[src/rtl/nibble_tx_pkg.sv]
// Shared types and constants for the nibble serial transmitter.
package nibble_tx_pkg;

  // FSM state encoding; also exported on the phase port for LED debug.
  typedef enum logic [2:0] {
    ST_IDLE   = 3'd0,
    ST_START  = 3'd1,
    ST_DATA   = 3'd2,
    ST_PARITY = 3'd3,
    ST_STOP   = 3'd4
  } tx_state_e;

  localparam int   DATA_BITS = 4;
  localparam logic START_BIT = 1'b0;
  localparam logic STOP_BIT  = 1'b1;

  // Parity of a data word: plain XOR gives even parity, inverted gives odd.
  function automatic logic parity_bit(input logic [DATA_BITS-1:0] word_i,
                                      input logic                 odd_i);
    return (^word_i) ^ odd_i;
  endfunction

endpackage

[src/rtl/nibble_hold_buf.sv]
// One-word holding buffer: stores a nibble accepted mid-frame until the
// transmitter pops it at the end of the current frame.
module nibble_hold_buf
  import nibble_tx_pkg::*;
(
  input  logic                 clk_1Hz,
  input  logic                 clr,
  input  logic                 wr_i,
  input  logic                 pop_i,
  input  logic [DATA_BITS-1:0] d_i,
  output logic [DATA_BITS-1:0] word_o,
  output logic                 valid_o,
  output logic                 ready_o
);

  logic [DATA_BITS-1:0] word_q;
  logic                 valid_q;

  // Capture on write, release on pop; the two never coincide because a
  // write needs an empty buffer and a pop needs a full one.
  always_ff @(posedge clk_1Hz or posedge clr) begin
    if (clr) begin
      word_q  <= {DATA_BITS{1'b0}};
      valid_q <= 1'b0;
    end else if (pop_i) begin
      valid_q <= 1'b0;
    end else if (wr_i) begin
      word_q  <= d_i;
      valid_q <= 1'b1;
    end else begin
      valid_q <= valid_q;
    end
  end

  assign word_o  = word_q;
  assign valid_o = valid_q;
  assign ready_o = ~valid_q;

endmodule

[src/rtl/nibble_serial_tx.sv]
// Parallel-in, serial-out framed transmitter for 4-bit words on the 1 Hz
// tick domain. Frame: start, d[0..3] LSB first, optional parity, stop.
module nibble_serial_tx
  import nibble_tx_pkg::*;
#(
  parameter int PARITY_EN  = 1,
  parameter int PARITY_ODD = 0
) (
  input  logic                 clk_1Hz,
  input  logic                 clr,
  input  logic                 load,
  input  logic [DATA_BITS-1:0] d,
  output logic                 ready,
  output logic                 tx,
  output logic                 busy,
  output logic                 done,
  output logic [2:0]           phase
);

  localparam logic       PAR_EN   = (PARITY_EN != 0);
  localparam logic       PAR_ODD  = (PARITY_ODD != 0);
  localparam logic [1:0] LAST_BIT = 2'(DATA_BITS - 1);

  tx_state_e            state_q;
  logic [DATA_BITS-1:0] shift_q;
  logic [1:0]           cnt_q;
  logic                 par_q;
  logic                 tx_q;
  logic                 busy_q;
  logic                 done_q;

  logic                 accept_s;
  logic                 buf_wr_s;
  logic                 buf_pop_s;
  logic                 buf_valid_s;
  logic [DATA_BITS-1:0] buf_word_s;
  logic [DATA_BITS-1:0] next_word_d;

  nibble_hold_buf u_hold_buf (
    .clk_1Hz (clk_1Hz),
    .clr     (clr),
    .wr_i    (buf_wr_s),
    .pop_i   (buf_pop_s),
    .d_i     (d),
    .word_o  (buf_word_s),
    .valid_o (buf_valid_s),
    .ready_o (ready)
  );

  // Load steering: mid-frame loads go to the buffer, except at STOP where an
  // accepted load bypasses straight into the shifter; the buffered word wins.
  always_comb begin
    accept_s  = load & ready;
    buf_wr_s  = accept_s & busy_q & (state_q != ST_STOP);
    buf_pop_s = buf_valid_s & (state_q == ST_STOP);
    if (buf_valid_s) begin
      next_word_d = buf_word_s;
    end else begin
      next_word_d = d;
    end
  end

  // Frame sequencer, shifter and registered line outputs.
  always_ff @(posedge clk_1Hz or posedge clr) begin
    if (clr) begin
      state_q <= ST_IDLE;
      shift_q <= {DATA_BITS{1'b0}};
      cnt_q   <= 2'd0;
      par_q   <= 1'b0;
      tx_q    <= STOP_BIT;
      busy_q  <= 1'b0;
      done_q  <= 1'b0;
    end else begin
      done_q <= (state_q == ST_STOP);
      case (state_q)
        ST_IDLE: begin
          if (accept_s) begin
            state_q <= ST_START;
            shift_q <= next_word_d;
            par_q   <= parity_bit(next_word_d, PAR_ODD);
            tx_q    <= START_BIT;
            busy_q  <= 1'b1;
          end else begin
            tx_q    <= STOP_BIT;
            busy_q  <= 1'b0;
          end
        end
        ST_START: begin
          state_q <= ST_DATA;
          tx_q    <= shift_q[0];
          shift_q <= {1'b0, shift_q[DATA_BITS-1:1]};
          cnt_q   <= 2'd0;
        end
        ST_DATA: begin
          cnt_q <= cnt_q + 2'd1;
          if (cnt_q == LAST_BIT) begin
            if (PAR_EN) begin
              state_q <= ST_PARITY;
              tx_q    <= par_q;
            end else begin
              state_q <= ST_STOP;
              tx_q    <= STOP_BIT;
            end
          end else begin
            tx_q    <= shift_q[0];
            shift_q <= {1'b0, shift_q[DATA_BITS-1:1]};
          end
        end
        ST_PARITY: begin
          state_q <= ST_STOP;
          tx_q    <= STOP_BIT;
        end
        ST_STOP: begin
          if (buf_valid_s || accept_s) begin
            state_q <= ST_START;
            shift_q <= next_word_d;
            par_q   <= parity_bit(next_word_d, PAR_ODD);
            tx_q    <= START_BIT;
            busy_q  <= 1'b1;
          end else begin
            state_q <= ST_IDLE;
            tx_q    <= STOP_BIT;
            busy_q  <= 1'b0;
          end
        end
        default: begin
          state_q <= ST_IDLE;
          tx_q    <= STOP_BIT;
          busy_q  <= 1'b0;
        end
      endcase
    end
  end

  assign tx    = tx_q;
  assign busy  = busy_q;
  assign done  = done_q;
  assign phase = state_q;

endmodule
[config.mk]
export PLATFORM = sky130hd
export DESIGN_NAME = nibble_serial_tx
export DESIGN_NICKNAME = d
export VERILOG_FILES = /design/src/rtl/nibble_tx_pkg.sv /design/src/rtl/nibble_hold_buf.sv /design/src/rtl/nibble_serial_tx.sv
export SDC_FILE = /design/constraint.sdc
export NUM_CORES = 1
export LEC_CHECK = 0
export ABC_AREA = 1
export CAP_MARGIN = 10
export CORE_MARGIN = 2
export CORE_UTILIZATION = 25
export DETAILED_ROUTE_END_ITERATION = 8
export PLACE_DENSITY_LB_ADDON = 0.15
export SLEW_MARGIN = 15
export SYNTH_ARGS = -nofsm -noshare
export SYNTH_HDL_FRONTEND = slang
export SYNTH_SLANG_ARGS = --single-unit
[constraint.sdc]
create_clock -name clk_1Hz -period 1.6 [get_ports clk_1Hz]
set_input_delay 0.16 -clock clk_1Hz [delete_from_list [all_inputs] [get_ports clk_1Hz]]
set_output_delay 0.16 -clock clk_1Hz [all_outputs]
set_load 0.03 [all_outputs]
==> results of run 1 <==
-- layout by cell type, fill, tap and decap left out, types with 2 or more instances in the layout --
cell type and n:
dlymetal6s2s_1 4, buf_4 4, nand3_1 8, nand2_1 55
clkbuf_8 3, nor2_2 2, nor2_1 6, inv_2 5
nand2_2 3, inv_1 15, dfrtp_1 17, o21ai_1 5
nor2_4 3, o21ai_0 10, clkdlybuf4s50_1 8
-- power groups by stage --
stage	combinational, W	clock, W	sequential (W)
5_1_grt	0.0000358	0.000361	0.000455
6_report	0.0000310	0.000329	0.000455
3_5_place_dp	0.0000323	0	0.000464
2_1_floorplan	0.0000108	0	0.000464
4_1_cts	0.0000326	0.000345	0.000455
3_3_place_gp	0.0000319	0	0.000464
-- layer usage --
| layer | vias up | global-route usage | routed length, um |
|---|---|---|---|
| met4 | 0 | 0.0459 | 31 |
| met3 | 4 | 0.0233 | 107 |
| li1 | 476 | - | - |
| met1 | 394 | 0.138 | 983 |
| met5 | - | 0 | 0 |
| met2 | 21 | 0.194 | 986 |
-- state kept, by name, indices dropped and copies added (netlist names) --
register / count
busy: 1
tx: 1
shift_q: 4
u_hold_buf.word_o: 4
done: 1
cnt_q: 2
phase: 3
u_hold_buf.valid_o: 1
par_q: 1
-- timing repair --
action / in CTS / in global routing
endpoints found under the setup margin: 1 / 4
resized for setup: 1 / 4
endpoints found under the hold margin: 0 / 0
-- how the worst max path moves through the flow --
stage	from	to	slack [ns]	cells after the start
6_report	busy	busy	0.18	1
5_1_grt	phase[1]	shift_q[3]	0.07	6
4_1_cts	tx	tx	0.01	1
3_5_place_dp	load	shift_q[3]	0.13	8
3_3_place_gp	load	shift_q[2]	0.14	8
2_1_floorplan	phase[1]	shift_q[1]	0.23	6
-- cell type report --
class,count,area [um^2],area share
well taps,48,60.1,0.0473
multi-input cells,100,469,0.369
flip-flops and latches,18,452,0.356
clock buffers,4,45.0,0.0355
inverters,20,75.1,0.0591
repair buffers,17,169,0.133
-- per-stage QoR --
step                      area [um^2]  cells  worst slack, ns
after detailed placement         1220    203            0.126
after global routing             1270    207           0.0701
after global placement           1220    203            0.139
after CTS                        1260    207          0.00962
after floorplan                  1000    139            0.226
final                            1270    207            0.176
-- kinds of logic after synthesis --
| kind of cell | after synthesis | synth area share |
|---|---|---|
| buf+inv | 21 | 0.0800 |
| compound gates | 18 | 0.0938 |
| fa+ha+maj | 1 | 0.0125 |
| flops | 18 | 0.451 |
| simple gates | 81 | 0.363 |
==> impl_results.md, run 1 <==
* Clock tree buffer depth at 2
* Crit path required time at around 1.4 ns
* Total number of vias at around 900
* Comb pwr share at 0.038
* Sw Share at 0.206
* Peak VDD IR at around 250 uV
* Initial core utilization at 0.267
* Iter 0 DRT Violations at 48
* Buffers on Ports at 13
* CTS tree: done
* RR Endpoint: shift_q[3]
* Clk_skew at approximately 0.012 ns
* Remaining antenna violation count at 0
* Sequential power share at 0.558
* Synth cell types at 21
* Worst path arrival time at around 1.3 ns
* Ys Warns at 0
* Top post-synthesis cells by area: dfrtp_1, nand2_1, inv_1
* Post-Syn Nets at about 150
* Remaining DRCs at 0
* Clock power frac at 0.404
* Reg clk slew, reported paths at about 0.080 ns
* Origin of the critical flop-to-flop path: phase[1]
* Critical Path Max Stage Delay at between 0.6 and 0.7 ns
* Fmax at 702 MHz
* Overall power at between 0.0008 and 0.0009 W
* WL/cell at a little over 10 um
* Post-Route Setup TNS at 0 ns
* Post-Syn Instances at around 140
* Clk Latency, worst-skew pair at 0.25 ns
* Initial antenna violation count at 0
* Post-synth ARST share at 1.00
* Commonest cells in the netlist: nand2_1, dfrtp_1, inv_1, o21ai_0, nand3_1
* Startpoint types: flip-flop
* Layout fillers at 418
* Post-synth EDFFs at 0
* P_sw at ~0.00017 W
* Synth-to-Final Area Change at 26.9%
* Relative slew slack at 0.787
* Number of global-route vias before repair at ~890
* Overflow after GRT at 0
* RSZ-0062 raised after global routing: no
* H-tree Lvls at 1
* Period utilization at 0.890
* GP Congestion at 0.807
* Ant. Diodes at 0
* Status: completed
* Site Rows at 22
* Crit path kind: reg2out
* Total iterations of the first detailed-routing run at 4
* First-pass GRT wire length at a little under 4 mm
* Cell taking the most area after synthesis: dfrtp_1
* Pwr per Cell Area at around 640 mW/mm^2
* Dpl hpwl at approximately 1.6 mm
* Share of layout cells above drive strength 1 at 0.138
* Total Routing Usage GR at 0.113
* Area of the core at 0.00374 mm^2
* Count leader, synth: nand2_1
* Pin count of the biggest net entering global routing at 19
* Max-cap viol count at 0
* CP bufs+invs at 1
* Critical path, cell by cell: clkdlybuf4s50_1
* Final setup vio count at 0
* Seq cells post-synth at 18
* Width of the die at 67.3 um
* Die H at approximately 67 um
* Post-CTS repair timing setup buffer count at 0
* Least-Margin Pin Slew at approximately 0.32 ns
* CP max FO at 2
* Mean area per synthesized cell at a little over 7 um^2
* Root Buffer: clkbuf_8
* Vias per cell at 4.32
* I/O Pins at 14
* Post-synth top area share at 0.425
* Netlist Area Pre-Place at 0.00100 mm^2
* Final Max Slew Viols at 0
* Worst hold slack at around 0.22 ns
* CTS Sinks at 18
* Pleak at between 0.7 and 0.8 nW
* Min-Delay Path Class: in2async
* Pint at 0.000647 W
* Final min period at 1.42 ns
* Crit-path leading delay family: buffers and inverters
* Worst setup EP type: output pin
* Final hold violations at 0
* Post-synthesis sequential area ratio at 0.451
* Die area at between 0.004 and 0.005 mm^2
* Slowest cell on crit path: clkdlybuf4s50_1
* Cts hold-fix bufs at 0
* FF-to-FF path depth at 6
* Num CTS Buffers at 3
* Post-Route Utilization at 0.339
* WL final at around 2.1 mm
* Fin nets at approximately 170
* Worst R2R Setup Slack at 0.21 ns
* Most used DFF post-synth: dfrtp_1
No activity file was read; power rests on OpenSTA's default activity.
==> run 2: changes to the inputs <==
- CORE_MARGIN: 2 -> unset
==> run 2 against run 1 <==
  * Sequential power about the same
  * First-iteration DRC count down 13%
  * Combinational power about the same
  * Routed wire length unchanged
  * Total power up 0.70%
  * Via count down 1.3%
  * Final area down 0.49%
  * Clock skew down 0.0054 ns
  * Maximum frequency down 6.9%
  * Worst hold slack worse by 0.0018 ns
  * Die area down 5.9%
  * Utilization down 0.17 points
  * Critical path type unchanged
==> impl_results.md, run 2 (synthesized netlist as in run 1, its figures left out) <==
* Status: completed
* Num CTS Buffers at 3 (unchanged)
* Pwr per Cell Area at 650 mW/mm^2 (+1.2%)
* Critical path, cell by cell: clkdlybuf4s50_1
* Die H at 65.3 um (-3.0%)
* Pin count of the biggest net entering global routing at 19 (unchanged)
* Commonest non-fill, non-tap cell in the layout: nand2_1
* FF-to-FF path depth at 6 (unchanged)
* Worst setup EP type: output pin
* I/O Pins at 14 (unchanged)
* WL final at 2.11 mm (unchanged)
* Post-CTS repair timing setup buffer count at 0 (unchanged)
* Total iterations of the first detailed-routing run at 4 (unchanged)
* Pleak at 0.696 nW (-2.9%)
* Dpl ws at 0.123 ns (-0.00283 ns)
* Remaining DRCs at 0 (unchanged)
* CP Launch Point: phase[0]
* Max-cap viol count at 0 (unchanged)
* WL/cell at 10.2 um (unchanged)
* H-tree Lvls at 1 (unchanged)
* Layout fillers at 419 (+0.24%)
* Startpoint types: flip-flop
* RR Endpoint: shift_q[3]
* Area after DPL at 0.00122 mm^2 (unchanged)
* Reg clk slew, reported paths at 0.07 ns (about the same)
* Site Rows at 22 (unchanged)
* Clock tree buffer depth at 2 (unchanged)
* Critical Path Max Stage Delay at 0.70 ns (+0.04 ns)
* Final min period at 1.53 ns (+0.106 ns)
* Die area at 0.00426 mm^2 (-5.9%)
* Crit path kind: reg2out
* Multi-input logic area at 469 um^2 (unchanged)
* Clk Latency, worst-skew pair at 0.26 ns (about the same)
* Fmax at 654 MHz (-6.9%)
* Worst path arrival time at 1.37 ns (+0.11 ns)
* Total number of vias at 883 (-1.3%)
* Slowest cell on crit path: clkdlybuf4s50_1
* Final setup vio count at 0 (unchanged)
* Origin of the critical flop-to-flop path: phase[1]
* Final hold violations at 0 (unchanged)
* Least-Margin Pin Slew at 0.318 ns (-0.00168 ns)
* CTS tree: done
* Area of all sequential standard cells at 452 um^2 (unchanged)
* Synth-to-Final Area Change at 26.2%
* Post-Route Setup TNS at 0 ns (unchanged)
* Cells after DPL at 203 (unchanged)
* Fin nets at 168 (unchanged)
* Total Routing Usage GR at 0.120 (+0.00639)
* Dpl hpwl at 1.59 mm (-1.4%)
* Number of global-route vias before repair at 918 (+3.0%)
* Root Buffer: clkbuf_8
* RSZ-0062 raised after global routing: no
* GP Congestion at 0.761 (-5.7%)
* Most frequent cells in the layout: nand2_1, dfrtp_1, inv_1, o21ai_0, clkdlybuf4s50_1
* Final Max Slew Viols at 0 (unchanged)
* Worst hold slack at 0.215 ns (-0.00184 ns)
* CP max FO at 4 (+2)
* Relative slew slack at 0.788 (+0.00112)
* Width of the die at 65.3 um (-3.0%)
* Area of the core at 0.00374 mm^2 (unchanged)
* Share of layout cells above drive strength 1 at 0.138 (unchanged)
* Overflow after GRT at 0 (unchanged)
* Worst R2R Setup Slack at 0.22 ns (about the same)
* Iter 0 DRT Violations at 42 (-13%)
* Crit path required time at 1.44 ns (about the same)
* Worst Slack Setup Final at 0.0700 ns (-0.106 ns)
* Buffers on Ports at 13 (unchanged)
* Remaining antenna violation count at 0 (unchanged)
* Initial core utilization at 0.267 (unchanged)
* First-pass GRT wire length at 3.96 mm (+2.9%)
* Initial antenna violation count at 0 (unchanged)
* CTS Sinks at 18 (unchanged)
* Finished Cell Area at 0.00126 mm^2 (-0.49%)
* Peak VDD IR at 199 uV (-19%)
* Crit-path leading delay family: buffers and inverters
* Vias per cell at 4.27 (-1.3%)
* Min-Delay Path Class: in2async
* Final Non-Filler Cells at 207 (unchanged)
* CP bufs+invs at 1 (unchanged)
* Ant. Diodes at 0 (unchanged)
* Period utilization at 0.956 (+0.0659)
* Clk_skew at 0.00622 ns (-0.00538 ns)
==> run 2: changes by cell type in the layout (fill, tap and decap cells not counted), sizes merged <==
cell           delta
dlymetal6s2s      -2
dlygate4sd2       +1
clkdlybuf4s50     +1
==> run 2: cell type report <==
type                    count  share of cell area
well taps                  48              0.0475
inverters                  20              0.0594
clock buffers               4              0.0356
multi-input cells         100               0.371
flip-flops and latches     18               0.357
repair buffers             17               0.129
==> run 2: power breakdown <==
part / leakage, nW / total, W / switching, W / internal, W
clock network: 0.0228 / 0.000335 / 0.000158 / 0.000177
registers: 0.243 / 0.000455 / 0 / 0.000455
logic: 0.430 / 0.0000310 / 0.0000155 / 0.0000155
total: 0.696 / 0.000821 / 0.000173 / 0.000648
==> run 2: stage by stage <==
step | power [W] | utilization
finish | 0.000821 | 0.338
global route | 0.000862 | 0.338
CTS | 0.000839 | 0.336
detailed placement | 0.000496 | 0.325
global placement | 0.000495 | 0.325
floorplan | 0.000474 | -
==> run 2: what timing repair did <==
item | 4_1_cts | 5_1_grt
endpoints found under the setup margin | 2 | 2
gates resized for setup | 2 | 2
hold buffers | 0 | 0
endpoints found under the hold margin | 0 | 0
==> run 2: layer usage <==
layer	GRT usage	vias to the layer above	wire, um
li1	-	475	-
met1	0.153	391	1050
met2	0.206	15	969
met3	0.0156	2	60
met4	0.0408	0	27
met5	0	-	0
==> run 2: how the worst max path moves through the flow <==
stage,slack [ns],endpoint,cells past startpoint
floorplan,0.23,shift_q[1],6
global placement,0.14,shift_q[2],8
detailed placement,0.12,shift_q[3],8
CTS,0.003,phase[1],1
global route,0.02,phase[0],1
finish,0.07,phase[0],1
==> run 3: changes to the inputs <==
- CELL_PAD_IN_SITES_DETAIL_PLACEMENT: unset -> 1
- CELL_PAD_IN_SITES_GLOBAL_PLACEMENT: unset -> 2
- CTS_CLUSTER_DIAMETER: unset -> 50
==> run 3 against run 2 <==
  * Sequential power about the same
  * Die area unchanged
  * Clock power decreased by 1%
  * Largest cell class unchanged
  * Combinational power increased by 4%
  * Final area increased by 0.30%
  * Critical endpoint unchanged
==> impl_results.md, run 3 (synthesized netlist as in run 1, its figures left out) <==
* Status: completed
* Peak VDD IR at 224 uV (+13%)
* Post-Route Setup TNS at 0 ns (unchanged)
* Fmax at 655 MHz (+0.18%)
* Clock tree buffer depth at 2 (unchanged)
* H-tree Lvls at 1 (unchanged)
* Area of all sequential standard cells at 452 um^2 (unchanged)
* Width of the die at 65.3 um (unchanged)
* Pleak at 0.697 nW (+0.24%)
* WL final at 2.44 mm (+16%)
* Sw Share at 0.208 (-0.00315)
* Final setup vio count at 0 (unchanged)
* Post-CTS repair timing setup buffer count at 0 (unchanged)
* Sequential power share at 0.557 (+0.003)
* Num CTS Buffers at 3 (unchanged)
* Crit-path leading delay family: buffers and inverters
* P_sw at 0.000170 W (-2.0%)
* Buffers on Ports at 13 (unchanged)
* Slowest cell on crit path: clkdlybuf4s50_1
* CTS tree: done
* CTS Sinks at 18 (unchanged)
* Relative slew slack at 0.788 (about the same)
* Worst path arrival time at 1.37 ns (about the same)
* Fin nets at 168 (unchanged)
* Synth-to-Final Area Change at 26.6%
* Period utilization at 0.955 (-0.00172)
* Clock power frac at 0.404 (-0.004)
* Comb pwr share at 0.039 (about the same)
* Multi-input logic area at 469 um^2 (unchanged)
* Min-Delay Path Class: in2async
* Pwr per Cell Area at 645 mW/mm^2 (-0.78%)
* Ant. Diodes at 0 (unchanged)
* Pint at 0.000647 W (about the same)
* CP Launch Point: phase[0]
* CTS resizes at 1 (-1)
* Clk_skew at 0.00959 ns (+0.00337 ns)
* Total iterations of the first detailed-routing run at 3 (-1)
* Final Max Slew Viols at 0 (unchanged)
* Final hold violations at 0 (unchanged)
* Max-cap viol count at 0 (unchanged)
* Share of layout cells above drive strength 1 at 0.138 (unchanged)
* Area of the core at 0.00374 mm^2 (unchanged)
* CP bufs+invs at 1 (unchanged)
* WL/cell at 11.8 um (+16%)
* Crit path required time at 1.44 ns (about the same)
* CP max FO at 4 (unchanged)
* Final min period at 1.53 ns (-0.00275 ns)
* Pin count of the biggest net entering global routing at 19 (unchanged)
* FF-to-FF path depth at 6 (unchanged)
* Cts hold-fix bufs at 0 (unchanged)
* Die H at 65.3 um (unchanged)
* Least-Margin Pin Slew at 0.318 ns (-0.0000205 ns)
* CP endpoint: phase[0]
* Commonest non-fill, non-tap cell in the layout: nand2_1
* RR Endpoint: shift_q[3]
* Crit path kind: reg2out
* Most frequent cells in the layout: nand2_1, dfrtp_1, inv_1, o21ai_0, clkdlybuf4s50_1
* Total Routing Usage GR at 0.137 (+0.0168)
* Total number of vias at 908 (+2.8%)
* Number of global-route vias before repair at 1004 (+9.4%)
* Overflow after GRT at 0 (unchanged)
* Critical path, cell by cell: clkdlybuf4s50_1
* RSZ-0062 raised after global routing: no
* Initial core utilization at 0.267 (unchanged)
* Post-Route Utilization at 0.339 (+0.00100)
* Root Buffer: clkbuf_8
* First-pass GRT wire length at 4.51 mm (+14%)
* GP Congestion at 0.723 (-5.0%)
* Initial antenna violation count at 0 (unchanged)
* Clk Latency, worst-skew pair at 0.25 ns (about the same)
* Remaining antenna violation count at 0 (unchanged)
* Reg clk slew, reported paths at 0.08 ns (about the same)
* Site Rows at 22 (unchanged)
* Startpoint types: flip-flop
* Critical Path Max Stage Delay at 0.70 ns (about the same)
* Vias per cell at 4.39 (+2.8%)
* Remaining DRCs at 0 (unchanged)
* Origin of the critical flop-to-flop path: phase[1]
* Worst R2R Setup Slack at 0.19 ns (-0.03 ns)
* I/O Pins at 14 (unchanged)
* Die area at 0.00426 mm^2 (unchanged)
* Dpl hpwl at 1.94 mm (+22%)
* Worst setup EP type: output pin
* Stages on worst setup path at 1 (unchanged)
* Layout fillers at 482 (+15%)
* Iter 0 DRT Violations at 44 (+4.8%)
## run 3: worst min path at each step
stage,endpoint,depth (start not counted),slack (ns),startpoint
5_1_grt,u_hold_buf.valid_o,3,0.25,clr
3_5_place_dp,shift_q[1],2,0.47,shift_q[1]
6_report,u_hold_buf.valid_o,3,0.22,clr
4_1_cts,u_hold_buf.valid_o,3,0.23,clr
2_1_floorplan,busy,1,0.1,clr
3_3_place_gp,shift_q[3],2,0.46,shift_q[3]
## run 3: metrics by stage
| step | hold WS (ns) | area, um^2 | setup slack (ns) | instances | total power, W |
|---|---|---|---|---|---|
| after global placement | 0.459 | 1220 | 0.129 | 203 | 0.000495 |
| after detailed placement | 0.471 | 1220 | 0.0683 | 203 | 0.000497 |
| final | 0.223 | 1270 | 0.0727 | 207 | 0.000817 |
| after CTS | 0.227 | 1260 | 0.00141 | 207 | 0.000835 |
| after floorplan | 0.0978 | 1000 | 0.226 | 139 | 0.000474 |
| after global routing | 0.249 | 1270 | 0.0233 | 207 | 0.000853 |
## run 3: layout make-up
cell class | count | area share
timing repair buffer | 17 | 0.131
sequential | 18 | 0.356
tap | 48 | 0.0474
inverter | 20 | 0.0592
clock buffer | 4 | 0.0355
multi-input combinational | 100 | 0.370
## run 3: power by group through the flow
stage,combinational (W),sequential [W],clock (W)
floorplan,0.0000108,0.000464,0
global placement,0.0000319,0.000464,0
detailed placement,0.0000334,0.000464,0
CTS,0.0000336,0.000455,0.000347
global route,0.0000368,0.000455,0.000362
finish,0.0000322,0.000455,0.000330
## run 3: routing by layer
metal,vias to the layer above,global-route usage,part of all wire
met5,-,0,0
met2,8,0.233,0.47
met3,2,0.0156,0.023
li1,472,-,-
met1,426,0.182,0.50
met4,0,0.0326,0.0078
